**src/rtl/shifter_seq_pkg.sv**
```systemverilog
// Shared definitions for the sequential shifter.
// Holds the opcode constants carried on the Signal input, the FSM state
// encoding, and a helper that tells supported opcodes from the rest.
package shifter_seq_pkg;

  localparam logic [5:0] OP_SLL = 6'b000010;
  localparam logic [5:0] OP_SRL = 6'b000011;
  localparam logic [5:0] OP_SRA = 6'b000100;
  localparam logic [5:0] OP_ROR = 6'b000101;

  typedef enum logic [1:0] {
    ST_IDLE  = 2'd0,
    ST_SHIFT = 2'd1,
    ST_DONE  = 2'd2
  } state_t;

  function automatic logic is_valid_op(input logic [5:0] op);
    return (op == OP_SLL) || (op == OP_SRL) || (op == OP_SRA) || (op == OP_ROR);
  endfunction

endpackage

```
**src/rtl/shifter_seq_shift_step.sv**
```systemverilog
// shift_step: one combinational shift of the working register.
// Ports:
//   data_i  WIDTH  value to shift
//   k_i     KW     positions to shift this cycle (0..STEP)
//   op_i    6      opcode (SLL/SRL/SRA/ROR); anything else passes data_i through
//   fill_i  1      sign bit used as the SRA fill
//   data_o  WIDTH  shifted value
module shift_step
  import shifter_seq_pkg::*;
#(
  parameter int WIDTH = 32,
  parameter int KW    = 1
) (
  input  logic [WIDTH-1:0] data_i,
  input  logic [KW-1:0]    k_i,
  input  logic [5:0]       op_i,
  input  logic             fill_i,
  output logic [WIDTH-1:0] data_o
);

  logic [WIDTH-1:0] ones;
  logic [31:0]      rot_amt;

  always_comb begin
    ones    = '1;
    // A left shift by WIDTH yields zero, so k=0 rotates to data_i unchanged.
    rot_amt = 32'(WIDTH) - 32'(k_i);
    data_o  = data_i;
    case (op_i)
      OP_SLL: data_o = data_i << k_i;
      OP_SRL: data_o = data_i >> k_i;
      // Top k bits that the logical shift vacated get the latched sign.
      OP_SRA: data_o = (data_i >> k_i) | (fill_i ? ~(ones >> k_i) : '0);
      OP_ROR: data_o = (data_i >> k_i) | (data_i << rot_amt);
      default: data_o = data_i;
    endcase
  end

endmodule

```
**src/rtl/shifter_seq.sv**
```systemverilog
// shifter_seq: multi-cycle barrel-less shifter, at most STEP positions per cycle.
// Ports:
//   clk      1      clock, rising edge
//   reset    1      synchronous active-high reset
//   start    1      request, accepted in IDLE or DONE only
//   dataA    WIDTH  operand
//   dataB    WIDTH  shift amount (low log2(WIDTH) bits used)
//   Signal   6      opcode (SLL/SRL/SRA/ROR)
//   busy     1      high while shifting
//   done     1      one-cycle pulse, dataOut valid
//   dataOut  WIDTH  registered result, held until next done or reset
module shifter_seq
  import shifter_seq_pkg::*;
#(
  parameter int WIDTH = 32,
  parameter int STEP  = 1
) (
  input  logic             clk,
  input  logic             reset,
  input  logic             start,
  input  logic [WIDTH-1:0] dataA,
  input  logic [WIDTH-1:0] dataB,
  input  logic [5:0]       Signal,
  output logic             busy,
  output logic             done,
  output logic [WIDTH-1:0] dataOut
);

  localparam int CW = $clog2(WIDTH);
  localparam int KW = $clog2(STEP) + 1;

  state_t           state_q, state_d;
  logic [WIDTH-1:0] work_q, work_d;
  logic [WIDTH-1:0] dout_q, dout_d;
  logic [CW-1:0]    rem_q, rem_d;
  logic [5:0]       op_q, op_d;
  logic             fill_q, fill_d;
  logic             busy_q, busy_d;
  logic             done_q, done_d;

  logic [KW-1:0]    k;
  logic [31:0]      rem_ext;
  logic [31:0]      rem_left;
  logic [WIDTH-1:0] stepped;
  logic [WIDTH-CW-1:0] unused_datab;

  assign unused_datab = dataB[WIDTH-1:CW];

  shift_step #(
    .WIDTH (WIDTH),
    .KW    (KW)
  ) u_step (
    .data_i (work_q),
    .k_i    (k),
    .op_i   (op_q),
    .fill_i (fill_q),
    .data_o (stepped)
  );

  always_comb begin
    rem_ext  = 32'(rem_q);
    k        = (rem_ext >= 32'(STEP)) ? KW'(STEP) : KW'(rem_q);
    rem_left = rem_ext - 32'(k);

    state_d = state_q;
    work_d  = work_q;
    dout_d  = dout_q;
    rem_d   = rem_q;
    op_d    = op_q;
    fill_d  = fill_q;

    case (state_q)
      ST_SHIFT: begin
        work_d = stepped;
        rem_d  = CW'(rem_left);
        if (rem_left == 32'd0) begin
          state_d = ST_DONE;
          dout_d  = is_valid_op(op_q) ? stepped : '0;
        end
      end
      default: begin
        if (start) begin
          state_d = ST_SHIFT;
          work_d  = dataA;
          // Unsupported opcodes get a zero count so they finish after one cycle.
          rem_d   = is_valid_op(Signal) ? dataB[CW-1:0] : '0;
          op_d    = Signal;
          fill_d  = dataA[WIDTH-1];
        end else begin
          state_d = ST_IDLE;
        end
      end
    endcase

    busy_d = (state_d == ST_SHIFT);
    done_d = (state_d == ST_DONE);
  end

  always_ff @(posedge clk) begin
    if (reset) begin
      state_q <= ST_IDLE;
      work_q  <= '0;
      dout_q  <= '0;
      rem_q   <= '0;
      op_q    <= '0;
      fill_q  <= 1'b0;
      busy_q  <= 1'b0;
      done_q  <= 1'b0;
    end else begin
      state_q <= state_d;
      work_q  <= work_d;
      dout_q  <= dout_d;
      rem_q   <= rem_d;
      op_q    <= op_d;
      fill_q  <= fill_d;
      busy_q  <= busy_d;
      done_q  <= done_d;
    end
  end

  assign busy    = busy_q;
  assign done    = done_q;
  assign dataOut = dout_q;

endmodule
```
**config.mk**
```make
export PLATFORM = sky130hd
export DESIGN_NAME = shifter_seq
export DESIGN_NICKNAME = d
export VERILOG_FILES = /design/src/rtl/shifter_seq_pkg.sv /design/src/rtl/shifter_seq_shift_step.sv /design/src/rtl/shifter_seq.sv
export SDC_FILE = /design/constraint.sdc
export NUM_CORES = 1
export LEC_CHECK = 0
export ABC_CLOCK_PERIOD_IN_PS = 6300
export CAP_MARGIN = 20
export CORE_MARGIN = 2
export CORE_UTILIZATION = 51
export CTS_CLUSTER_SIZE = 30
export DETAILED_ROUTE_END_ITERATION = 12
export PLACE_DENSITY = 0.85
export SYNTH_ARGS = -nofsm -noshare
export SYNTH_HDL_FRONTEND = slang
export SYNTH_SLANG_ARGS = --single-unit
```
**constraint.sdc**
```tcl
create_clock -name clk -period 6.3 [get_ports clk]
set_input_delay 0.63 -clock clk [delete_from_list [all_inputs] [get_ports clk]]
set_output_delay 0.63 -clock clk [all_outputs]
set_load 0.005 [all_outputs]
```
==> impl_metrics.json <==
{
  "grt_pass1_vias": 3331,
  "cts_tree": "yes",
  "required_ps": 6590,
  "synth_flop_cell": "dfxtp_1",
  "startpoint_type": "flop",
  "cts_root_buf": "clkbuf_8",
  "die_y_um": 89.15,
  "core_um2": 7137,
  "h-tree-depth": 3,
  "tightest_slew_ps": 1021,
  "setup_slack_ps": 2772,
  "dp_slack_ps": 2845,
  "final_cell_mix": "dfxtp_1 (80), clkdlybuf4s50_1 (79), nand2_1 (32)",
  "path_clk_slew_ps": 80,
  "synthArstFlopShare_pct": 0,
  "cts.repair.resized": 0,
  "finalSetupViolCount": 0,
  "p_leak_nw": 1.637,
  "fmax_ghz": 0.2835,
  "finalSetupTns_ps": 0,
  "layout_commonest_cell": "dfxtp_1",
  "r2r_cells": 10,
  "ys_warn_count": 0,
  "grt_use_total_pct": 25.21,
  "ant_nets": 0,
  "start_util_pct": 51.81,
  "peakVddDrop_mv": 0.1929,
  "die-area_um2": 7947,
  "vias": 3541,
  "yosysTopAreaCell": "dfxtp_1",
  "slew_violations": 0,
  "maxCapViolations": 0,
  "ys_ff_latch": 80,
  "pwr_density_cell_nw_per_um2": 308.0,
  "crit_type": "flop to flop",
  "synth_top_area_share_pct": 43.32,
  "hpwl_um": 6665,
  "viasPerCell": 6.234,
  "port_buffers": 79,
  "wl_per_cell_um": 17.71,
  "hp-class": "flop to flop",
  "fin_nets": 539,
  "worstSkewPairLatency_ps": 350,
  "n_antenna_cell": 0,
  "clockBufferDepth": 2,
  "drc": 0,
  "grt-ovfl-total": 0,
  "min-delay-start": "dataOut[9]",
  "r2r-start": "rem_q[0]",
  "syn_inst": 400,
  "drive_gt1_share_pct": 7.889,
  "startpoint": "rem_q[0]",
  "fp.dieW_um": 89.15,
  "min_period_over_period_pct": 55.99,
  "yosys-top-cells-area": "dfxtp_1 (43%), mux2i_1 (6.8%), a221o_1 (5.4%)",
  "synth_nets": 475,
  "syn_avg_cell_area_um2": 9.243,
  "syn_area_um2": 3697,
  "cp.arrival_ps": 3820,
  "slew_headroom_pct": 31.93,
  "num_io_pins": 107,
  "antenna_found_initial": 0,
  "endpoint_kind": "flop",
  "rows": 31,
  "cts-hold-fix-buffers": 0,
  "crit_fanout": 20,
  "skew_ps": 15.33,
  "syn_to_final_growth_pct": 27.58,
  "final-hold-violation-count": 0,
  "synth_cell_types": 51,
  "grt_pass1_wl_um": 15750,
  "rsz0062_at_grt": "no",
  "place_congestion": 0.9411,
  "drtIter0Drc": 295,
  "grt_max_degree": 35,
  "min_period_ps": 3528,
  "drtPass1Iterations": 5,
  "hold_depth": 2,
  "synth_edf_count": 0,
  "status": "completed",
  "seq_area_frac_synth_pct": 43.32,
  "clock-sinks": 80,
  "drt_wl_total_um": 10060,
  "post-cts-setup-buffer-count": 0,
  "cts_made_buffers": 9
}
-- worst max-delay path, cell delays in order, from the launching register on --
cell	delay, ps
dfxtp_1	360
nor3_2	480
nand2_2	360
nand2b_1	200
inv_1	60
ha_1	210
xor2_1	180
a2111oi_4	340
nand3_2	230
nor2_2	760
a221o_1	290
-- synthesized netlist by cell type, types with 5 or more instances --
library cell / count
clkbuf_1: 20
buf_2: 8
a31oi_1: 7
o22ai_1: 20
nor2_1: 26
a22oi_1: 21
o211ai_1: 6
inv_1: 5
nand3_1: 9
nand2_1: 32
a32o_1: 6
dfxtp_1: 80
mux2i_1: 25
mux2_2: 6
o21ai_0: 14
a211oi_1: 9
and2_1: 5
a21oi_1: 25
a221o_1: 20
-- worst paths after layout --
check	endpoint	slack (ps)
min	dataOut[9]	450
min reg2reg	dataOut[9]	450
max reg2reg	dataOut[27]	2770
max	dataOut[27]	2770
-- layout make-up --
class	count	area (um2)
tap	99	123.9
fill	593	2420
timing repair buffer	85	835.8
multi-input combinational	282	1928
inverter	6	22.52
clock buffer	10	137.6
sequential	80	1602
clock inverter	6	67.56
-- per-stage QoR --
stage	util [%]	instances	total power, mW	area (um2)	hold WS (ps)
after detailed placement	63.22	552	1.059	4512	446.5
final	66.09	568	1.453	4717	454.1
after global placement	63.22	552	1.041	4512	437.0
after global routing	66.09	568	1.521	4717	481.2
after CTS	66.09	568	1.444	4717	457.3
after floorplan	-	400	0.9265	3697	431.8
-- layer usage --
layer / global-route usage [%] / wire length, um / vias to the layer above
met1: 33.89 / 4427 / 1714
met5: 0 / 0 / -
met4: 9.227 / 127 / 0
met3: 4.247 / 639 / 13
met2: 40.88 / 4865 / 151
li1: - / - / 1663
-- registers in the layout, indices dropped and copies added (netlist names) --
name,cells
work_q,32
op_q,6
done,1
state_q,2
dataOut,32
busy,1
fill_q,1
rem_q,5
-- logic make-up after synthesis --
| family | share of synthesized area [%] |
|---|---|
| multiplexers | 8.595 |
| flip-flops | 43.32 |
| AO/OA/AOI/OAI | 29.41 |
| buffers and inverters | 4.535 |
| XOR/XNOR | 0.7108 |
| AND/OR/NAND/NOR | 12.76 |
| adder cells (fa/ha/maj) | 0.6767 |
-- power by group --
part | internal, mW | leakage [nW] | switching (mW) | total [mW]
Sequential | 0.561 | 0.653 | 0.0598 | 0.621
Combinational | 0.180 | 0.885 | 0.263 | 0.443
Clock | 0.195 | 0.0989 | 0.194 | 0.390
Total | 0.936 | 1.64 | 0.517 | 1.45
Power figures use the tool's default switching activity.
